File: src/rtl/mag_power_ctrl.sv
// Magnetron power controller: synchronised front-panel inputs, IDLE/COOK/PAUSE
// state machine with pause/resume, and duty-cycled magnetron enable per power period.
module mag_power_ctrl #(
   parameter int PWR_W    = 4,
   parameter int PERIOD   = 10,
   parameter int TICK_DIV = 1000
) (
   input  logic             clk,
   input  logic             resetn,
   input  logic             startn,
   input  logic             stopn,
   input  logic             clearn,
   input  logic             door_closed,
   input  logic             timer_done,
   input  logic [PWR_W-1:0] power_level,
   output logic             mag_on,
   output logic             cooking,
   output logic             paused,
   output logic             done_pulse
);

   localparam int LVL_W = $clog2(PERIOD + 1);
   localparam int PRE_W = (TICK_DIV > 1) ? $clog2(TICK_DIV) : 1;

   typedef enum logic [1:0] {S_IDLE, S_COOK, S_PAUSE} state_t;

   function automatic logic [LVL_W-1:0] sat_level(input logic [PWR_W-1:0] v);
      if (int'(v) > PERIOD) return LVL_W'(PERIOD);
      return LVL_W'(v);
   endfunction

   logic r_startn_p0, r_startn_p1, r_startn_p2;
   logic r_stopn_p0,  r_stopn_p1,  r_stopn_p2;
   logic r_clearn_p0, r_clearn_p1;
   logic r_door_p0,   r_door_p1;
   logic r_timer_p0,  r_timer_p1;

   state_t           r_state;
   logic [PRE_W-1:0] r_pre;
   logic [LVL_W-1:0] r_phase;
   logic [LVL_W-1:0] r_level;

   logic             w_start_ev, w_stop_ev, w_clear_lv, w_door_open, w_timer;
   logic [LVL_W-1:0] w_level_in;
   state_t           w_next;
   logic             w_done;
   logic             w_entry;
   logic [PRE_W-1:0] w_pre_nxt;
   logic [LVL_W-1:0] w_ph_nxt;
   logic [LVL_W-1:0] w_lvl_nxt;

   // Stage p0/p1: two-flop synchronisers; p2 holds the previous sample for edge detect
   always_ff @(posedge clk or negedge resetn) begin
      if (!resetn) begin
         r_startn_p0 <= 1'b1;
         r_startn_p1 <= 1'b1;
         r_startn_p2 <= 1'b1;
         r_stopn_p0  <= 1'b1;
         r_stopn_p1  <= 1'b1;
         r_stopn_p2  <= 1'b1;
         r_clearn_p0 <= 1'b1;
         r_clearn_p1 <= 1'b1;
         r_door_p0   <= 1'b0;
         r_door_p1   <= 1'b0;
         r_timer_p0  <= 1'b0;
         r_timer_p1  <= 1'b0;
      end else begin
         r_startn_p0 <= startn;
         r_startn_p1 <= r_startn_p0;
         r_startn_p2 <= r_startn_p1;
         r_stopn_p0  <= stopn;
         r_stopn_p1  <= r_stopn_p0;
         r_stopn_p2  <= r_stopn_p1;
         r_clearn_p0 <= clearn;
         r_clearn_p1 <= r_clearn_p0;
         r_door_p0   <= door_closed;
         r_door_p1   <= r_door_p0;
         r_timer_p0  <= timer_done;
         r_timer_p1  <= r_timer_p0;
      end
   end

   assign w_start_ev  = r_startn_p2 & ~r_startn_p1;
   assign w_stop_ev   = r_stopn_p2 & ~r_stopn_p1;
   assign w_clear_lv  = ~r_clearn_p1;
   assign w_door_open = ~r_door_p1;
   assign w_timer     = r_timer_p1;
   assign w_level_in  = sat_level(power_level);

   // Priority: clear > timer > door open > stop > start
   always_comb begin
      w_next = r_state;
      w_done = 1'b0;
      case (r_state)
         S_IDLE: begin
            if (!w_clear_lv && !w_timer && !w_door_open && !w_stop_ev &&
                w_start_ev && (w_level_in != '0))
               w_next = S_COOK;
         end
         S_COOK: begin
            if (w_clear_lv) begin
               w_next = S_IDLE;
            end else if (w_timer) begin
               w_next = S_IDLE;
               w_done = 1'b1;
            end else if (w_door_open || w_stop_ev) begin
               w_next = S_PAUSE;
            end
         end
         S_PAUSE: begin
            if (w_clear_lv || w_timer || w_stop_ev)
               w_next = S_IDLE;
            else if (w_start_ev && !w_door_open)
               w_next = S_COOK;
         end
         default: w_next = S_IDLE;
      endcase
   end

   assign w_entry = (w_next == S_COOK) && (r_state != S_COOK);

   // Every entry restarts a fresh period with a newly captured level
   always_comb begin
      w_pre_nxt = '0;
      w_ph_nxt  = '0;
      w_lvl_nxt = r_level;
      if (w_entry) begin
         w_lvl_nxt = w_level_in;
      end else if (w_next == S_COOK) begin
         if (r_pre == PRE_W'(TICK_DIV - 1)) begin
            w_pre_nxt = '0;
            w_ph_nxt  = (r_phase == LVL_W'(PERIOD - 1)) ? '0 : r_phase + LVL_W'(1);
         end else begin
            w_pre_nxt = r_pre + PRE_W'(1);
            w_ph_nxt  = r_phase;
         end
      end
   end

   always_ff @(posedge clk or negedge resetn) begin
      if (!resetn) begin
         r_state    <= S_IDLE;
         r_pre      <= '0;
         r_phase    <= '0;
         r_level    <= '0;
         mag_on     <= 1'b0;
         cooking    <= 1'b0;
         paused     <= 1'b0;
         done_pulse <= 1'b0;
      end else begin
         r_state    <= w_next;
         r_pre      <= w_pre_nxt;
         r_phase    <= w_ph_nxt;
         r_level    <= w_lvl_nxt;
         mag_on     <= (w_next == S_COOK) && (w_ph_nxt < w_lvl_nxt);
         cooking    <= (w_next == S_COOK);
         paused     <= (w_next == S_PAUSE);
         done_pulse <= w_done;
      end
   end

endmodule

File: config.mk
export PLATFORM = sky130hd
export DESIGN_NAME = mag_power_ctrl
export DESIGN_NICKNAME = d
export VERILOG_FILES = /design/src/rtl/mag_power_ctrl.sv
export SDC_FILE = /design/constraint.sdc
export NUM_CORES = 1
export LEC_CHECK = 0
export CELL_PAD_IN_SITES_DETAIL_PLACEMENT = 2
export CELL_PAD_IN_SITES_GLOBAL_PLACEMENT = 2
export CORE_MARGIN = 8
export CORE_UTILIZATION = 44
export CTS_BUF_LIST = sky130_fd_sc_hd__clkbuf_8 sky130_fd_sc_hd__clkbuf_16
export DETAILED_ROUTE_END_ITERATION = 7
export DONT_BUFFER_PORTS = 1
export MAX_ROUTING_LAYER = met4
export PLACE_DENSITY = 0.84
export SETUP_SLACK_MARGIN = 0.1
export SYNTH_ARGS = -nofsm -noshare
export SYNTH_HDL_FRONTEND = slang
export SYNTH_SLANG_ARGS = --single-unit
File: constraint.sdc
create_clock -name clk -period 8 [get_ports clk]
set_clock_uncertainty 0.1 [all_clocks]
set_input_delay 1.6 -clock clk [delete_from_list [all_inputs] [get_ports clk]]
set_output_delay 1.6 -clock clk [all_outputs]
set_load 0.02 [all_outputs]
# --- Yosys cells after proc, flatten, opt, wreduce, memory -nomap -nowiden ---
# Cells that the tools add are included.
classes:
  add_sub_neg: 2
  magnitude_cmp: 2
  eq_ne: 7
  n_mux: 21
  bitwise_logic: 6
  n_reduce_logical: 15
ops:
  columns: ["op", "n"]
  rows:
  - ["10-bit two-way mux", 3]
  - ["4-bit two-way mux", 7]
  - ["2-bit two-way mux", 6]
  - ["10-bit by 1-bit adder with 10-bit output, second input constant", 1]
  - ["10-bit equality test, second input constant", 1]
  - ["1-bit logical AND", 8]
  - ["2-bit one-hot mux with 3 select lines", 1]
  - ["4-bit by 1-bit adder with 4-bit output, second input constant", 1]
  - ["2-bit by 1-bit equality test with 1-bit output, second input constant", 2]
  - ["2-bit equality test, second input constant", 2]
  - ["4-bit equality test, second input constant", 1]
  - ["4-bit > comparator, second input constant", 1]
  - ["4-bit < comparator", 1]
  - ["1-bit two-way mux", 4]
  - ["1-bit NOT", 4]
  - ["4-bit nonzero test", 1]
  - ["1-bit logical OR", 3]
  - ["1-bit bitwise AND", 2]
  - ["1-bit zero test", 2]
  - ["2-bit zero test", 1]
  - ["2-bit by 1-bit inequality test with 1-bit output, second input constant", 1]
word_totals:
  register_bits: 36
  in_bits: 11
  output_inout_bits: 4
  word_cells: 73

# --- Logic depth before layout (Yosys ltp) ---
# Gate-level depths: netlist (run 1).
depth:
  ltp_word: 13
  ltp_mapped: 11
  depth_no_buf: 11

# --- Least setup slack after synthesis (run 1) ---
# OpenSTA, ideal clock, no wires.
synth_timing:
  kind: "input to register"
  start: "input power_level[3]"
  end: "register mag_on"
  setup_time_ns: 0.088
  arrival_time_ns: 3.405
  required_time_ns: 7.812
  slack_ns: 4.406
  stages: 9
  path_cell_list: "nor4_1 a211o_1 nor2_1 mux2i_1 ha_1 a21oi_1 nor2b_1 a2111o_1 a41oi_1"
synth_via:
  elab_chain_cells: 12
  word_cells_on_any_way: 14
synth_rtl:
  columns: ["item", "line", "rtl"]
  rows:
  - ["start: declaration", "15", "input logic [PWR_W-1:0] power_level,"]
  - ["4-bit > comparator", "28", "if (int'(v) > PERIOD) return LVL_W'(PERIOD);"]
  - ["1-bit two-way mux", "28", null]
  - ["4-bit two-way mux (*)", "29", "return LVL_W'(v);"]
  - ["4-bit nonzero test", "97", "w_start_ev && (w_level_in != '0))"]
  - ["1-bit logical AND", "97", null]
  - ["2-bit two-way mux", "96", "if (!w_clear_lv && !w_timer && !w_door_open && !w_stop_ev &&"]
  - ["2-bit one-hot mux with 3 select lines", "94", "case (r_state)"]
  - ["2-bit by 1-bit equality test with 1-bit output", "120, 129, 155", null]
  - ["4-bit two-way mux or 1-bit logical AND (tied branches)", "129, 120", null]
  - ["4-bit two-way mux", "127", "if (w_entry) begin"]
  - ["4-bit < comparator", "155", "mag_on <= (w_next == S_COOK) && (w_ph_nxt < w_lvl_nxt);"]
  - ["1-bit logical AND (*)", "155", null]
  - ["end signal: assignment", "155", null]
  - ["end: declaration", "16", "output logic mag_on,"]
# Mark *: on every way between the ends. The rest lies on a longest branch, timed or not.

# --- Worst setup path in the final report (run 1) ---
# Same ends and word-level chain as after synthesis.

==> impl_metrics.toml, run 1 <==
[status]
status = "finished, final reports clean"

[pwr]
power.internal_mw = 0.290
p_leak_nw = 0.716
ir_drop_mv = 0.117
p_switching_mw = 0.0784
p_sw_share_pct = 21.3
power_density_nw_per_um2 = 221
pwr-share-seq_pct = 52.9
clockPowerShare_pct = 42.9
combPwrFrac_pct = 4.2

[min_path]
hold_path_depth = 0
hold_path.class = "reg -> reg"
hold_start = "r_clearn_p0"
hold_end = "r_clearn_p1"

[sta]
setup_viol = 0
final_max_slew_viol_count = 0
rsz0062_at_grt = "no"
fin_crit_ns = 3.52
setup_tns_ns = 0
post-route-period-util_pct = 44.0
max_freq_ghz = 0.284
slew_headroom_pct = 74.6
worstMarginPinSlew_ns = 0.378
hold_violations = 0

[die]
dieArea_um2 = 5550
pin_count = 15
die_h_um = 74.5
core_area_um2 = 3310
initial_utilization_pct = 45.4
std_cell_rows = 21
die_w_um = 74.5

[worst_setup_path]
path_buf_inv = 0
cp-start-kind = "input pin"
cp_slowest_cell = "a211o_1"
cp.depth = 9
critPathLaunch = "power_level[3]"
critPathTopFamily = "compound AO/OA/AOI/OAI gates"
cpPeakStageDelay_ns = 0.38
ff2ff_setup_slack_ns = 5.13
critPathRequiredTime_ns = 8.10
crit_fanout = 6
r2r_end = "mag_on"
path_class = "in -> reg"
reg2regPathDepth = 10
crit_chain = "nor4_1 -> a211o_1 -> nor2_1 -> mux2i_1 -> ha_1 -> a21oi_1 -> nor2b_1 -> a2111o_1 -> a41oi_1"
reg2reg_from = "r_pre[0]"
crit_arrival_ns = 3.62
end_kind = "flop"

[cells_and_area]
final_common_cell = "dfrtp_1"
utilization_pct = 50.3
syn_to_final_growth_pct = 10.6
drive_gt1_share_pct = 17.0
instances_no_fill = 181
final_area_um2 = 1660
antenna_cells = 0
finalNetCount = 149
layout_common_cells = "28 x dfrtp_1, 17 x nor2_1, 8 x xnor2_1, 8 x dfstp_2"

[clock_network]
cts_max_level = 2
clockBufferDepth = 2
root_buffer = "clkbuf_8"
cts_hold_buf = 0
cts_sinks = 36
numCtsBuffers = 5
cts_setup_buffers = 0
clock_latency_ns = 0.30
clk_pin_slew_ns = 0.08
cts_resized = 0
cts_tree = "done"

[detailed_routing]
dr_total_vias = 943
drtPass1Iterations = 3
ant_nets = 0
vias_per_cell = 5.21
wl_per_cell_um = 18.7
wirelength_um = 3380
drtIter0Drc = 51
post-route-drc-count = 0

[synth]
syn-instance-count = 128
yosysWarnings = 0
ys_ff_latch = 36
synth_cell_types = 37
syn_area_per_cell_um2 = 11.7
synth_seq_area_share_pct = 60.6
syn_nets = 143
syn_area_um2 = 1500

[grt]
gr-usage-met2_pct = 25.8
grt_util_met1_pct = 14.3
grt_usage_pct = 15.0
top_usage_layer = "met2"
grt_max_degree = 37
antenna_found_initial = 0
met3_usage_pct = 4.85
grt_pass1_vias = 1158
grt_pass1_wl_um = 5710
grt_overflow = 0

[placed_design]
place_inst = 173
io_buffers = 0
hpwl_um = 2430
routabilityCongestion = 0.704
placedInstanceArea_um2 = 1560

[job]
cap_violations = 0
[area by class of cell]
class                           instances  area, um^2
Tap cell                               46        57.6
Sequential cell                        36         911
Clock inverter                          3        38.8
Clock buffer                            5        68.8
Fill cell                             352        1650
Inverter                                6        22.5
Multi-Input combinational cell         85         566
[cells in the mapped netlist, drive strengths merged]
| cell | instances | area [um^2] |
|---|---|---|
| a211o | 1 | 8.76 |
| and3b | 1 | 8.76 |
| o22ai | 1 | 6.26 |
| a41oi | 1 | 8.76 |
| nand2 | 8 | 32.5 |
| dfrtp | 28 | 701 |
| nor2 | 17 | 63.8 |
| a21o | 1 | 7.51 |
| a21oi | 6 | 33.8 |
| o21ai | 3 | 15.0 |
| nand4 | 2 | 18.8 |
| mux2 | 1 | 11.3 |
| buf | 1 | 5.00 |
| or2 | 1 | 6.26 |
| nor2b | 5 | 31.3 |
| a2111o | 1 | 11.3 |
| or3 | 2 | 13.8 |
| and4b | 1 | 11.3 |
| o21a | 1 | 7.51 |
| nand3 | 6 | 30.0 |
| nor3 | 1 | 5.00 |
| mux2i | 2 | 20.0 |
| xnor2 | 8 | 70.1 |
| nand4b | 1 | 8.76 |
| inv | 6 | 22.5 |
| xor2 | 2 | 17.5 |
| ha | 4 | 50.1 |
| and3 | 2 | 12.5 |
| nand3b | 2 | 15.0 |
| nand2b | 2 | 12.5 |
| nor4 | 2 | 27.5 |
| dfstp | 8 | 210 |
[metal layers]
metal	wire, um	vias to the layer above
met2	1840	15
met3	154	7
met4	99	0
li1	-	443
met1	1290	478
met5	0	-
[power by group through the flow]
stage / combinational (mW) / clock (mW) / sequential, mW
4_1_cts: 0.0158 / 0.162 / 0.195
2_1_floorplan: 0.0120 / 0 / 0.197
3_5_place_dp: 0.0155 / 0 / 0.198
6_report: 0.0155 / 0.158 / 0.195
5_1_grt: 0.0178 / 0.169 / 0.196
3_3_place_gp: 0.0140 / 0 / 0.198
[sequential cells by signal (all words and copies together) (netlist names), 2 cells and up]
name	count
r_level	4
r_phase	4
r_pre	10
r_state	2
[per-stage QoR]
step	setup slack, ns	hold slack, ns	total power [mW]
floorplan	4.41	0.231	0.209
global placement	4.31	0.237	0.212
finish	4.48	0.250	0.368
global route	4.34	0.262	0.383
CTS	4.48	0.256	0.373
detailed placement	4.17	0.249	0.214
[how the worst max path moves through the flow]
stage	to	slack [ns]
after CTS	mag_on	4.48
after detailed placement	mag_on	4.17
after global placement	mag_on	4.31
after global routing	mag_on	4.34
after floorplan	mag_on	4.41
final	mag_on	4.48
[cell families (layout without fill, tap and decap cells)]
logic type	Yosys count	after routing	share of synthesized area, %
buffers and inverters	7	14	1.83
AOI/OAI and AO/OA	15	15	6.57
DFF	36	36	60.6
xor gates and xnor gates	10	10	5.82
and+or+nand+nor	53	53	19.8
adders and majority gates	4	4	3.33
muxes	3	3	2.08
Note: power is estimated with default switching activity, not from simulation.
==> inputs of run 2 (changes only) <==
Settings changed: CORE_UTILIZATION 44 to 37, PLACE_DENSITY 0.84 to 0.76.
Clock period 8 ns to 3.2 ns, I/O delays scaled along.
==> run 2 against run 1 <==
  * Design area up 1.5%
  * Global-route usage is 3.4 points lower
  * Count of clock-buffer cells in the layout did not move
  * Clock power rose by 150%
  * Combinational power rose to 3.0 times the previous value
  * Sequential power rose by 150%
  * Non-clock buffer count grew 1
  * Utilization shrank 7.4 points
  * Cell count up 2.8%
  * Via count decreased by 0.74%
  * Highest routed layer unchanged
==> impl_metrics.toml, run 2 (synthesis results as in run 1) <==
[sta]
worstMarginPinSlew_ns = 0.372
setup_viol = 0
setup_tns_ns = 0
slew_headroom_pct = 75.0
hold_violations = 0
setup_ws_ns = 0.418
max_freq_ghz = 0.359
fin_crit_ns = 2.78
post-route-period-util_pct = 87.0
rsz0062_at_grt = "no"
final_max_slew_viol_count = 0

[worst_setup_path]
reg2reg_from = "r_pre[0]"
cp-start-kind = "flop"
end_kind = "flop"
reg2regPathDepth = 10
crit_arrival_ns = 2.89
ff2ff_setup_slack_ns = 0.42
crit_end = "mag_on"
path_class = "reg -> reg"
critPathRequiredTime_ns = 3.30
critPathLaunch = "r_pre[0]"
r2r_end = "mag_on"
crit_fanout = 5

[clock_network]
clk_pin_slew_ns = 0.08
cts_max_level = 2
numCtsBuffers = 5
root_buffer = "clkbuf_8"
clock_latency_ns = 0.29
cts_tree = "done"
cts_sinks = 36
clockBufferDepth = 2

[die]
die_w_um = 79.8
initial_utilization_pct = 38.1
pin_count = 15
core_area_um2 = 3940
dieArea_um2 = 6360
std_cell_rows = 23
die_h_um = 79.8

[cells_and_area]
antenna_cells = 0
finalNetCount = 150
utilization_pct = 42.8
top_regs = "r_pre (10), r_level (4), r_phase (4)"
layout_common_cells = "28 x dfrtp_1, 17 x nor2_1, 8 x xnor2_1, 8 x dfstp_2"
regMostFlops = "r_pre"
drive_gt1_share_pct = 17.6
largest_register_ffs = 10
syn_to_final_growth_pct = 12.3
final_common_cell = "dfrtp_1"

[placed_design]
routabilityCongestion = 0.726
pre_cts_slack_ns = 0.313
io_buffers = 0
hpwl_um = 2230

[detailed_routing]
drtIter0Drc = 31
wl_per_cell_um = 16.8
post-route-drc-count = 0
wirelength_um = 3120
drtPass1Iterations = 3
ant_nets = 0
dr_total_vias = 936
vias_per_cell = 5.03

[grt]
grt_max_degree = 29
grt_pass1_vias = 1137
grt_usage_pct = 11.6
grt_pass1_wl_um = 5470
antenna_found_initial = 0
grt_overflow = 0

[pwr]
power_density_nw_per_um2 = 547
ir_drop_mv = 0.274
p_leak_nw = 0.725

[status]
status = "finished, final reports clean"

[job]
cap_violations = 0

[min_path]
hold_path.class = "in -> async"
==> run 2: routing by layer <==
| layer | vias up | global-route usage, % | part of all wire (%) | wire [um] |
|---|---|---|---|---|
| met4 | 0 | 4.36 | 1.9 | 59 |
| li1 | 448 | - | - | - |
| met1 | 468 | 11.4 | 40 | 1260 |
| met5 | - | - | 0 | 0 |
| met2 | 14 | 20.2 | 53 | 1650 |
| met3 | 6 | 4.39 | 4.8 | 151 |
==> run 2: worst min path at each step <==
stage          startpoint         end  slack [ns]
3_3_place_gp   r_timer_p0  r_timer_p1        0.24
3_5_place_dp       resetn    r_pre[3]        0.25
6_report           resetn    r_pre[2]        0.06
4_1_cts            resetn    r_pre[2]        0.06
2_1_floorplan   r_door_p0   r_door_p1        0.23
5_1_grt            resetn    r_pre[2]        0.06
==> run 2: area by class of cell <==
cell class / instances / area [um^2]
Clock buffer: 5 / 68.8
Fill cell: 402 / 2250
Timing Repair Buffer: 1 / 20.0
Tap cell: 50 / 62.6
Clock inverter: 3 / 38.8
Inverter: 6 / 22.5
Multi-Input combinational cell: 85 / 566
Sequential cell: 36 / 911
==> run 2: report_power, final <==
group	internal (mW)	leakage, nW	switching, mW
clock network	0.228	0.0593	0.164
registers	0.478	0.459	0.00777
logic	0.0205	0.207	0.0259
total	0.727	0.725	0.198
==> run 2: stage by stage <==
| stage | cells | hold WS, ns | cell area, um^2 | total power, mW |
|---|---|---|---|---|
| 6_report | 186 | 0.0635 | 1690 | 0.924 |
| 5_1_grt | 186 | 0.0610 | 1690 | 0.960 |
| 4_1_cts | 186 | 0.0581 | 1690 | 0.943 |
| 3_5_place_dp | 177 | 0.246 | 1560 | 0.533 |
| 3_3_place_gp | 177 | 0.240 | 1560 | 0.530 |
| 2_1_floorplan | 128 | 0.231 | 1500 | 0.522 |
==> run 2: what timing repair did <==
action,CTS,global route
hold buffers,1,0
setup endpoints to repair,0,1
endpoints found under the hold margin,28,0
setup buffers,0,0
resized for setup,0,0
==> run 2: worst max-delay path: stages, from the launching register on <==
cell and delay, ns:
dfrtp_1 0.37, ha_1 0.26, nand2_1 0.12, nor4_4 0.29, and4b_2 0.28, o21ai_0 0.07, a21oi_1 0.25, ha_1 0.29
nor2b_1 0.13, a2111o_1 0.37, a41oi_1 0.18
==> inputs of run 3 (changes only) <==
--- a/constraint.sdc
+++ b/constraint.sdc
@@ -4,2 +4,2 @@
 set_output_delay 0.64 -clock clk [all_outputs]
-set_load 0.02 [all_outputs]
+set_load 0.05 [all_outputs]
==> results of run 3 <==
The final DEF is identical to that of run 2. Status: finished, final reports clean.
Main changes from that run: total power 0.924 mW -> 0.926 mW
